## config.mk

```make
export PLATFORM = sky130hd
export DESIGN_NAME = tt_sweep_ctrl
export DESIGN_NICKNAME = d
export VERILOG_FILES = /design/src/rtl/tt_sweep_ctrl.sv
export SDC_FILE = /design/constraint.sdc
export NUM_CORES = 1
export LEC_CHECK = 0
export CORE_MARGIN = 5
export CORE_UTILIZATION = 45
export DETAILED_ROUTE_END_ITERATION = 10
export PLACE_DENSITY = 0.73
export SLEW_MARGIN = 20
export SYNTH_ARGS = -nofsm -noshare
export SYNTH_HDL_FRONTEND = slang
export SYNTH_SLANG_ARGS = --single-unit
```

## constraint.sdc

```tcl
create_clock -name clk -period 2.4 [get_ports clk]
set_input_delay 0.48 -clock clk [delete_from_list [all_inputs] [get_ports clk]]
set_output_delay 0.48 -clock clk [all_outputs]
set_load 0.005 [all_outputs]
```

## src/rtl/tt_sweep_ctrl.sv

```systemverilog
// tt_sweep_ctrl: sweeps every input vector of a 1-output FUT, streams (idx, bit)
// beats over valid/ready and accumulates a ones count and LFSR signature.
module tt_sweep_ctrl #(
  parameter int N_IN = 10,
  parameter int SETTLE = 2,
  parameter int SIG_W = 16,
  parameter logic [SIG_W-1:0] SIG_POLY = 16'h1021
) (
  input  logic              clk,
  input  logic              rst_n,
  input  logic              start,
  input  logic              abort,
  output logic              busy,
  output logic              done,
  output logic              aborted,
  output logic [N_IN-1:0]   f_x,
  input  logic              f_y,
  output logic              tt_valid,
  input  logic              tt_ready,
  output logic [N_IN-1:0]   tt_idx,
  output logic              tt_bit,
  output logic [N_IN:0]     ones_cnt,
  output logic [SIG_W-1:0]  sig
);
  localparam int CW = $clog2(SETTLE + 1);
  localparam logic [CW-1:0] SET = CW'(SETTLE);
  typedef enum logic [1:0] {IDLE, DRIVE, EMIT, DONE} state_t;
  state_t state_q, state_d;
  logic [N_IN-1:0] f_x_q, f_x_d;
  logic [CW-1:0] cnt_q, cnt_d;
  logic tt_bit_q, tt_bit_d, aborted_q, aborted_d;
  logic [N_IN:0] ones_q, ones_d;
  logic [SIG_W-1:0] sig_q, sig_d, sig_next;
  assign sig_next = {sig_q[SIG_W-2:0], 1'b0} ^ (sig_q[SIG_W-1] ? SIG_POLY : '0)
                  ^ {{(SIG_W-1){1'b0}}, tt_bit_q};
  always_comb begin
    state_d = state_q;
    f_x_d = f_x_q;
    cnt_d = cnt_q;
    tt_bit_d = tt_bit_q;
    aborted_d = aborted_q;
    ones_d = ones_q;
    sig_d = sig_q;
    case (state_q)
      IDLE: if (start && !abort) begin
        state_d = DRIVE;
        f_x_d = '0;
        cnt_d = SET;
        ones_d = '0;
        sig_d = '0;
        aborted_d = 1'b0;
      end
      DRIVE: begin
        cnt_d = cnt_q - 1'b1;
        if (cnt_q == CW'(1)) begin
          tt_bit_d = f_y;
          state_d = EMIT;
        end
      end
      EMIT: if (tt_ready) begin
        ones_d = ones_q + {{N_IN{1'b0}}, tt_bit_q};
        sig_d = sig_next;
        if (&f_x_q) state_d = DONE;
        else begin
          f_x_d = f_x_q + 1'b1;
          cnt_d = SET;
          state_d = DRIVE;
        end
      end
      DONE: state_d = IDLE;
    endcase
    // abort overrides the transition but a coinciding handshake is still counted
    if (abort && state_q != IDLE) begin
      state_d = IDLE;
      aborted_d = 1'b1;
    end
  end
  always_ff @(posedge clk or negedge rst_n)
    if (!rst_n) begin
      state_q <= IDLE;
      f_x_q <= '0;
      cnt_q <= '0;
      tt_bit_q <= 1'b0;
      aborted_q <= 1'b0;
      ones_q <= '0;
      sig_q <= '0;
    end else begin
      state_q <= state_d;
      f_x_q <= f_x_d;
      cnt_q <= cnt_d;
      tt_bit_q <= tt_bit_d;
      aborted_q <= aborted_d;
      ones_q <= ones_d;
      sig_q <= sig_d;
    end
  assign busy = state_q != IDLE;
  assign done = state_q == DONE;
  assign tt_valid = state_q == EMIT;
  assign aborted = aborted_q;
  assign f_x = f_x_q;
  assign tt_idx = f_x_q;
  assign tt_bit = tt_bit_q;
  assign ones_cnt = ones_q;
  assign sig = sig_q;
endmodule

```

[Word level (Yosys, flattened, before mapping)]
Cells that the tools add are included.
Word-level totals
  bits in registers: 43
  input bits: 6
  logic and storage cells: 62
  output and inout bits: 52
Operators by class
  reductions and logical operators: 16
  add/subtract/negate cells: 3
  bitwise logic cells: 2
  muxes and demuxes: 24
  eq/ne operators: 10
Operators with widths (number)
  $mux W16: 2
  $pmux W16 S2: 1
  $mux W10: 3
  $mux W11: 2
  $pmux W11 S2: 1
  $pmux W10 S2: 1
  $mux W2: 8
  $xor A16 B1 Y16: 1
  $xor A16 B13 Y16: 1
  $mux W13: 1
  $add A11 B1 Y11: 1
  $add A10 B1 Y10 const B: 1
  $reduce_and A10 Y1: 1
  $pmux W2 S4: 1
  $reduce_and A4 Y1: 2
  $reduce_bool A2 Y1: 4
  $ne A3 B3 Y1 const B: 2
  $pmux W2 S3: 1
  $reduce_and A3 Y1: 2
  $eq A2 B1 Y1 const B: 2
  $eq A2 B2 Y1 const B: 2
  $ne A2 B2 Y1 const B: 2
  $reduce_and A2 Y1: 2
  $mux W1: 3
  other kinds (7): 8

[Depth between registers and ports, before layout]
Gate-level depths: netlist of the first run.
  word-level depth: 5
  mapped depth: 7
  depth with buffers taken out: 6

[Worst setup path after synthesis of the first run]
OpenSTA, ideal clock, no wires.
  path type: reg-to-output
  from: register state_q[0]
  to: output tt_valid
  path slack: 487 ps
  stages on the path, launching flop included: 6
  buffers on the path: 3
  arrival time: 1433 ps
  required time: 1920 ps
  cell sequence: dfrtp_1 > clkbuf_1 > nand2b_1 > inv_1 > clkbuf_1 > buf_1
Between the ends
  cells in the longest elaborated chain, start to end: 1
Ends and longest elaborated chain
  from (decl): line 28  | state_t state_q, state_d;
  from (signal assigned): line 88  | state_q <= state_d;
  $eq A2 B2 Y1: line 98  | assign tt_valid = state_q == EMIT;
  to (decl): line 18  | output logic tt_valid,
Every way passes these cells.

[Worst setup path in the final report of the first run]
Ends and elaborated chain as after synthesis.

==> results of run 1 <==
## sequential cells by signal (all words and copies together) (netlist names)
name / count
tt_bit: 1
ones_cnt: 11
aborted: 1
state_q: 2
f_x: 10
cnt_q: 2
sig: 16
## Yosys cell counts (4+ instances only)
cell type  count
ha_1           4
nand2_1       44
o21ai_0        9
nor2_1        15
dfrtp_1       43
o31ai_1        6
xnor2_1        8
clkbuf_1       6
a21oi_1       16
nand4_1        5
buf_4         10
inv_1          8
a211oi_1       5
nand3_1       22
## metrics by stage
step                worst slack, ns  hold slack [ns]  std cells  total power, uW
detailed placement          0.01600           0.4822        355             1320
global placement            0.07408           0.4759        355             1310
CTS                          0.1558           0.2698        363             1777
global route                0.08589           0.3064        363             1866
floorplan                    0.4871           0.1844        242             1122
finish                       0.1851           0.2412        363             1749
## power breakdown
| group | total [uW] | leakage, uW | switching, uW | internal [uW] |
|---|---|---|---|---|
| combinational | 441 | 0.000640 | 221 | 220 |
| clock | 455 | 0.0000412 | 251 | 203 |
| sequential | 853 | 0.000590 | 78.4 | 775 |
| total | 1750 | 0.00127 | 551 | 1200 |
## critical path: stages (launching register included)
cell and delay, ns:
dfrtp_1 0.53, nand2b_1 0.28, inv_1 0.12, clkdlybuf4s50_1 0.51
## per-layer routing
layer	up-vias	global-route usage, %
li1	950	-
met3	7	5.987
met2	57	27.07
met4	0	6.081
met5	-	0
met1	938	23.09
## kinds of logic after synthesis
kind of cell	after synthesis	share of synthesized area, %
and+or+nand+nor	105	23.06
AOI/OAI and AO/OA	49	14.83
DFF	43	47.78
buffers and inverters	29	7.277
xor gates and xnor gates	10	3.889
adders and majority gates	4	2.222
muxes	2	0.9444
## area by class of cell
type | count | area (sq um)
clock inverters | 2 | 12.51
clock buffers | 6 | 72.57
inverters | 8 | 30.03
fillers | 420 | 1833
well taps | 67 | 83.83
flip-flops and latches | 43 | 1076
multi-input cells | 170 | 1012
repair buffers | 67 | 665.6
## worst paths after layout
| kind | cells after the start | from | endpoint | slack (ns) |
|---|---|---|---|---|
| setup reg to reg | 5 | f_x[0]$_DFFE_PN0P_ | f_x[2]$_DFFE_PN0P_ | 0.36 |
| min in group clk | 2 | ones_cnt[0]$_DFFE_PN0P_ | ones_cnt[0]$_DFFE_PN0P_ | 0.50 |
| hold / removal | 2 | rst_n | aborted$_DFFE_PN0P_ | 0.24 |
| hold reg to reg | 2 | ones_cnt[0]$_DFFE_PN0P_ | ones_cnt[0]$_DFFE_PN0P_ | 0.50 |
| setup / recovery | 3 | state_q[0]$_DFFE_PN0P_ | tt_valid | 0.19 |
| max in group asynchronous | 2 | rst_n | f_x[1]$_DFFE_PN0P_ | 1.78 |
==> reports/qor.yml, run 1 <==
logic_synthesis:
  synth_top_cell_area_share_pct: 47.78
  ys_warn_count: 0
  synth_largest_area_cell: "dfrtp_1"
  syn_area_per_cell_sq_um: 9.306
  synth_area_leaders: "dfrtp_1, nand2_1, nand3_1, a21oi_1, buf_4"
  syn_nets: 252
  ys_seq_area_share_pct: 47.78
  synthFlopType: "dfrtp_1"
  synth_edf_count: 0
  synth_area_sq_um: 2252
  ys_seq_elements: 43
  synth.distinct_cells: 43
  synthArstFlopShare_pct: 100.0
  synth_cells: 242
timing:
  maxSlewHeadroom_pct: 63.28
  max_freq_mhz: 451.5
  setup_viol: 0
  period_needed_ns: 2.215
  max_slew.worst_pin.slew_ns: 0.5508
  rsz0062_at_grt: "no"
  skew_ns: 0.002711
  drv_slew: 0
  hold_viol_final: 0
  fin_crit_sh_pct: 92.29
  fin_tns_setup_ns: 0
die:
  rows: 25
  io_pins: 58
  die_area_sq_um: 6520
  die_x_um: 80.75
  initial_core_util_pct: 47.06
  die_y_um: 80.75
  core_sq_um: 4786
global_routing:
  grt_max_degree: 44
  grt_pass1_vias: 1916
  grt_pass1_wl_um: 9032
  grt_antenna_before_repair: 0
  overflow: 0
  grtUsageTotal_pct: 17.55
worst_setup_path:
  crit_path_start_kind: "flip-flop"
  crit_type: "flip-flop to output port"
  required_ns: 1.92
  cp_max_fo: 14
  end_kind: "output port"
  cp_data_arrival_time_ns: 1.73
clock_network:
  cts.sink_count: 43
  ctsResizeCount: 0
  cts.path.max_buffers: 2
  numCtsBuffers: 5
  cts_max_level: 2
  ctsHoldBuffers: 0
  clk_latency_ns: 0.30
  cts_root_buffer: "clkbuf_8"
  path_clk_slew_ns: 0.08
  cts_tree: "done"
  post_cts_buffers: 0
flow_run:
  drv_cap: 0
detailed_routing:
  topRoutingLayerUsed: "met4"
  route.met3.wl_um: 404
  drt-met1-wl_um: 2330
  wl_per_cell_um: 14.14
  drt-vias-per-instance: 5.377
  wirelength_um: 5133
  drtIter0Drc: 108
  vias: 1952
  route.detailed.drc: 0
  ant_nets: 0
  routed-wl-met2_um: 2323
  firstDrtPassIters: 4
cells_and_area:
  final_area_sq_um: 2953
  final_layout_size_suffix_gt1_share_pct: 8.784
  final_common_cell: "clkdlybuf4s50_1"
  area_delta_synth_final_pct: 31.11
  final_cell_mix: "clkdlybuf4s50_1, nand2_1, dfrtp_1, nand3_1, a21oi_1"
  fin_nets: 305
  utilization_pct: 61.70
  num_antenna_cells: 0
power_and_ir_drop:
  peakVddDrop_mv: 0.4035
  p_per_area_nw_per_um2: 592.2
  p_leak_uw: 0.001272
placed_design:
  io_buffers: 57
  place_area_sq_um: 2868
  gp_congestion: 0.7446
  dp_hpwl_um: 3639
status:
  run_status: "completed"
worst_hold_path:
  worst_hold_path_type: "input port to asynchronous set/reset pin"
Power figures use the tool's default switching activity.
==> run 2, diff against run 1 <==
--- a/config.mk
+++ b/config.mk
@@ -5,7 +5,8 @@
 export SDC_FILE = /design/constraint.sdc
 export NUM_CORES = 1
 export LEC_CHECK = 0
-export CORE_MARGIN = 5
+export CAP_MARGIN = 0
+export CORE_MARGIN = 4
 export CORE_UTILIZATION = 45
 export DETAILED_ROUTE_END_ITERATION = 10
 export PLACE_DENSITY = 0.73
==> constraint.sdc (replaced) <==
create_clock -name clk -period 2.27 [get_ports clk]
set_input_delay 0.454 -clock clk [delete_from_list [all_inputs] [get_ports clk]]
set_output_delay 0.454 -clock clk [all_outputs]
set_load 0.005 [all_outputs]
==> run 2 against run 1 <==
Against the previous run: routed wire length increased by 2.0%; count of clock-buffer cells in the layout unchanged; design area grew 1.4%; largest power group unchanged.
==> reports/qor.yml, run 2 (synthesis gave the netlist of run 1 again) <==
placed_design:
  gp_congestion: 0.7700  # was 0.7446
  dp_hpwl_um: 3641  # was 3639 um
  io_buffers: 57  # unchanged
  pre_cts_ws_ns: -0.009173  # was 0.01600 ns
global_routing:
  grt_pass1_vias: 1897  # was 1916
  grt_max_degree: 44  # unchanged
  overflow: 0  # unchanged
  grt_pass1_wl_um: 8990  # was 9032 um
  grt_antenna_before_repair: 0  # unchanged
  grtUsageTotal_pct: 18.18  # was 17.55%
clock_network:
  cts.path.max_buffers: 2  # unchanged
  cts.sink_count: 43  # unchanged
  cts_max_level: 2  # unchanged
  cts_tree: "done"  # unchanged
  ctsHoldBuffers: 0  # unchanged
  clk_latency_ns: 0.29  # was 0.30 ns
  path_clk_slew_ns: 0.07  # was 0.08 ns
  cts_root_buffer: "clkbuf_8"  # unchanged
  post_cts_buffers: 0  # unchanged
  ctsResizeCount: 0  # unchanged
  numCtsBuffers: 5  # unchanged
cells_and_area:
  num_antenna_cells: 0  # unchanged
  final_layout_size_suffix_gt1_share_pct: 10.00  # was 8.784%
  regArea_sq_um: 1076  # unchanged
  fin_nets: 310  # was 305
  final_cell_mix: "clkdlybuf4s50_1, nand2_1, dfrtp_1, nand3_1, a21oi_1"  # unchanged
  largest_reg_flops: 16  # unchanged
  area_delta_synth_final_pct: 33.00  # was 31.11%
  fill_cells: 404  # was 420
  final_common_cell: "clkdlybuf4s50_1"  # unchanged
  multi_input_area_sq_um: 1012  # unchanged
  utilization_pct: 62.59  # was 61.70%
timing:
  fin_tns_setup_ns: 0  # unchanged
  fin_crit_sh_pct: 93.64
  drv_slew: 0  # unchanged
  max_freq_mhz: 470.5
  setup_viol: 0  # unchanged
  skew_ns: 0.006365  # was 0.002711 ns
  hold_viol_final: 0  # unchanged
  max_slew.worst_pin.slew_ns: 0.5443  # was 0.5508 ns
  setup_ws_ns: 0.1445  # was 0.1851 ns
  maxSlewHeadroom_pct: 63.71  # was 63.28%
  rsz0062_at_grt: "no"  # unchanged
  period_needed_ns: 2.126
detailed_routing:
  drt-vias-per-instance: 5.365  # was 5.377
  route.detailed.drc: 0  # unchanged
  drtIter0Drc: 134  # was 108
  firstDrtPassIters: 4  # unchanged
  wl_per_cell_um: 14.27  # was 14.14 um
  ant_nets: 0  # unchanged
  vias: 1969  # was 1952
  wirelength_um: 5238  # was 5133 um
worst_setup_path:
  required_ns: 1.82  # was 1.92 ns
  crit_path_start_kind: "flip-flop"  # unchanged
  cp_max_fo: 9  # was 14
  cp_slowest_cell: "dfrtp_1"  # unchanged
  crit_type: "flip-flop to output port"  # unchanged
  max_stage_delay_ns: 0.53  # about the same
  path_cells: "buf_4 -> and2_1 -> clkdlybuf4s50_1"  # was nand2b_1 -> inv_1 -> clkdlybuf4s50_1
  end_kind: "output port"  # unchanged
  cp_data_arrival_time_ns: 1.67  # was 1.73 ns
die:
  core_sq_um: 4786  # unchanged
  initial_core_util_pct: 47.06  # unchanged
  io_pins: 58  # unchanged
  rows: 25  # unchanged
  die_y_um: 78.75  # was 80.75 um
  die_area_sq_um: 6201  # was 6520 sq um
  die_x_um: 78.75  # was 80.75 um
worst_hold_path:
  worst_hold_path_type: "input port to asynchronous set/reset pin"  # unchanged
status:
  run_status: "completed"  # unchanged
flow_run:
  drv_cap: 0  # unchanged
power_and_ir_drop:
  peakVddDrop_mv: 0.4093  # was 0.4035 mV
  p_leak_uw: 0.001299  # was 0.001272 uW
  p_per_area_nw_per_um2: 655.2  # was 592.2 nW/um^2
run 2: cell types whose count changed in the layout (fill, tap and decap cells not counted):
cell	previous run	this run
buf_4	8	14
buf_12	2	1
bufinv_16	0	1
clkinv_2	1	0
clkinvlp_4	1	0
run 2: path summary, 6_finish.rpt:
check,from,end,slack (ns),depth (start not counted)
max in group asynchronous,rst_n,state_q[1]$_DFFE_PN0P_,1.67,2
min in group clk,sig[10]$_DFFE_PN0P_,sig[10]$_DFFE_PN0P_,0.50,2
worst max register to register,f_x[0]$_DFFE_PN0P_,f_x[2]$_DFFE_PN0P_,0.24,5
worst min register to register,sig[10]$_DFFE_PN0P_,sig[10]$_DFFE_PN0P_,0.50,2
worst max-delay path,state_q[1]$_DFFE_PN0P_,done,0.14,3
worst min-delay path,rst_n,f_x[8]$_DFFE_PN0P_,0.22,2
run 2: layout make-up:
type	count	area share (%)
sequential	43	35.92
multi-input combinational	170	33.79
timing repair buffer	72	23.06
tap	67	2.799
clock buffer	6	2.423
clock inverter	1	1.003
inverter	8	1.003
run 2: through the flow:
step | power, uW | hold WS, ns | cell area [sq um] | instances
2_1_floorplan | 1186 | 0.1584 | 2252 | 242
3_3_place_gp | 1394 | 0.4791 | 2893 | 360
3_5_place_dp | 1407 | 0.4862 | 2893 | 360
4_1_cts | 1986 | 0.2393 | 2995 | 367
5_1_grt | 2087 | 0.2652 | 2995 | 367
6_report | 1962 | 0.2214 | 2995 | 367
run 2: critical path: cells and delay by family (launching register included):
| kind | cells | cell delay (ns) |
|---|---|---|
| flops | 1 | 0.53 |
| simple gates | 1 | 0.13 |
| buf+inv | 2 | 0.71 |
run 2: routing by layer:
metal	GRT usage (%)	wire, um	up-vias
met5	0	0	-
met4	5.594	61	0
met3	6.236	448	6
met2	28.95	2390	74
met1	23.35	2338	932
li1	-	-	957
run 2: power breakdown:
group / internal (uW) / total, uW / switching [uW]
sequential: 820 / 889 / 69.4
combinational: 239 / 500 / 261
clock: 323 / 573 / 251
total: 1380 / 1960 / 581
==> variant, RTL diff (settings of run 1) <==
Register the output `ones_cnt` once more, with the module's reset; this adds one clock of latency there. The other outputs are not delayed to match.
--- a/src/rtl/tt_sweep_ctrl.sv
+++ b/src/rtl/tt_sweep_ctrl.sv
@@ -100,7 +100,13 @@
   assign f_x = f_x_q;
   assign tt_idx = f_x_q;
   assign tt_bit = tt_bit_q;
-  assign ones_cnt = ones_q;
+  always_ff @(posedge clk or negedge rst_n) begin
+    if (!rst_n) begin
+      ones_cnt <= '0;
+    end else begin
+      ones_cnt <= ones_q;
+    end
+  end
   assign sig = sig_q;
 endmodule
 
Behaviour: not the same (Yosys sat finds a counterexample within 10 cycles, from zero or initial values and one cycle with rst_n low).
==> variant against run 1 <==
Wire length up 2.0%. Power is 1.8% higher. Setup slack worse by 0.021 ns. Cell count rose by 3.9%. Sequential cell count up 11. Area after synthesis up 12%. Cell area grew 9.7%. Sequential share of layout area is 5.3 points higher. Largest cell class unchanged. Highest routed layer unchanged.
==> variant: results (changes against run 1) <==
Critical path's largest stage delay = 0.54 ns
Mapped Nets = 258 (+2.4%)
Vias = 2006 (+2.8%)
Post-synth top cells = dfrtp_1, nand2_1, nand3_1
Worst hold path cell count = 0
CP max stage cell = dfrtp_1
Ant diodes = 0 (unchanged)
Status = finished, final reports clean
Worst skew pair latency = 0.30 ns (about the same)
Register-to-Register Path Depth = 5 (unchanged)
Leak Pwr = 1.429 nW (+12%)
Initial antenna violation count = 0 (unchanged)
Dominant synthesized flop cell = dfrtp_1
Slew HR = 68.99% (+5.7 points)
Critical-path maximum fanout = 11 (-3)
Drt first-iter violations = 94 (-13%)
RD Place Congestion = 0.7852 (+5.5%)
Clock transition at the registers of the reported paths = 0.09 ns
Drt wl/cell = 13.89 µm (-1.8%)
Global Route Usage Sum = 15.92% (-1.6 points)
Worst hold-check path type = reg -> reg
Number of cells after detailed placement = 369 (+3.9%)
Port Buffers = 57 (unchanged)
Nets@finish = 315 (+3.3%)
Clock Skews = 0.006466 ns (+0.003755 ns)
Pin count of the biggest net entering global routing = 27 (-39%)
Worst vdd ir = 0.3780 mV (-6.3%)
Clock root buffer = clkbuf_8
Average size of a mapped cell = 10.18 µm² (+9.3%)
Critical path arrival = 1.76 ns (+0.03 ns)
Synth cell types = 44 (+2.3%)
Layout cells sized above 1 = 8.852% (+0.069 points)
Vias in the first global route = 1914 (-0.10%)
Final hold violation count = 0 (unchanged)
Pre-Repair DR Iteration Count = 4 (unchanged)
Num CTS Buffers = 5 (unchanged)
Maximum buffer depth of the clock tree = 2 (unchanged)
Max reg flops = 16 (unchanged)
First-pass GRT wire length = 9.266 mm (+2.6%)
Via/cell ratio = 5.321 (-1.0%)
Dpl hpwl = 3.813 mm (+4.8%)
Ys Warns = 0 (unchanged)
Seq/Total Area, Yosys = 53.54% (+5.8 points)
Net Switching = 0.4757 mW (-14%)
H-tree depth = 2 (unchanged)
Async SR Flop Fraction = 100.0% (unchanged)
Ranking of synthesized cells by area = dfrtp_1, nand2_1, nand3_1
[variant: changes by cell type in the layout (fill, tap and decap cells not counted), sizes merged, moves of 4 or more]
cell / before / now
dfrtp: 43 / 54
a211oi: 6 / 0
o31ai: 6 / 11
nor2: 16 / 12
xnor2: 8 / 4
[variant: cells by family after synthesis]
logic type	count (synthesis)	synth area share, %
multiplexers	3	1.239
flip-flops	54	53.55
AND/OR/NAND/NOR	106	22.11
XOR/XNOR	6	2.082
AO/OA/AOI/OAI	47	12.49
adder cells (fa/ha/maj)	4	1.983
buffers and inverters	28	6.544
[variant: per-layer routing]
metal / global-route usage (%) / wire length [µm] / vias to the layer above
met2: 25.69 / 2571 / 52
li1: - / - / 989
met3: 3.398 / 263 / 6
met4: 5.612 / 83 / 0
met1: 21.33 / 2317 / 959
met5: 0 / 0 / -
[variant: final timing paths]
check / startpoint / to / slack (ns)
worst max register to register: state_q[1]$_DFFE_PN0P_ / ones_q[10]$_DFFE_PN0P_ / 0.37
max in group asynchronous: rst_n / sig[8]$_DFFE_PN0P_ / 1.29
worst min register to register: ones_q[10]$_DFFE_PN0P_ / ones_cnt[10]$_DFF_PN0_ / 0.42
worst min-delay path: ones_q[10]$_DFFE_PN0P_ / ones_cnt[10]$_DFF_PN0_ / 0.42
worst max-delay path: state_q[0]$_DFFE_PN0P_ / tt_valid / 0.16
min in group asynchronous: rst_n / f_x[9]$_DFFE_PN0P_ / 0.54
[variant: timing repair]
| item | CTS | global route |
|---|---|---|
| hold buffers | 1 | 0 |
| hold endpoints to repair | 6 | 0 |
| setup buffers | 0 | 0 |
| endpoints found under the setup margin | 0 | 1 |
| resized for setup | 0 | 1 |
[variant: cell type report]
| type | count | area [µm²] |
|---|---|---|
| multi-input cells | 166 | 1010 |
| repair buffers | 71 | 685.7 |
| fillers | 478 | 2233 |
| flip-flops and latches | 54 | 1351 |
| well taps | 72 | 90.09 |
| clock buffers | 7 | 76.32 |
| inverters | 7 | 26.28 |
[variant: through the flow]
step	setup slack [ns]	instance area, µm²	power [mW]
final	0.1645	3239	1.780
after global routing	0.04495	3239	1.884
after CTS	0.009365	3237	1.798
after detailed placement	-0.01577	3151	1.332
after global placement	0.08346	3151	1.325
after floorplan	0.6286	2524	1.187
[variant: power by group through the flow]
stage               Sequential (mW)  Combinational [mW]  Clock [mW]
finish                         1.01               0.306       0.468
global route                   1.02               0.353       0.514
CTS                            1.01               0.310       0.482
detailed placement             1.02               0.308           0
global placement               1.02               0.302           0
floorplan                      1.00               0.185           0
[variant: critical path, delay by kind of cell, from the launching register on]
kind | cells | cell delay [ns]
flops | 1 | 0.54
buf+inv | 2 | 0.59
simple gates | 1 | 0.32
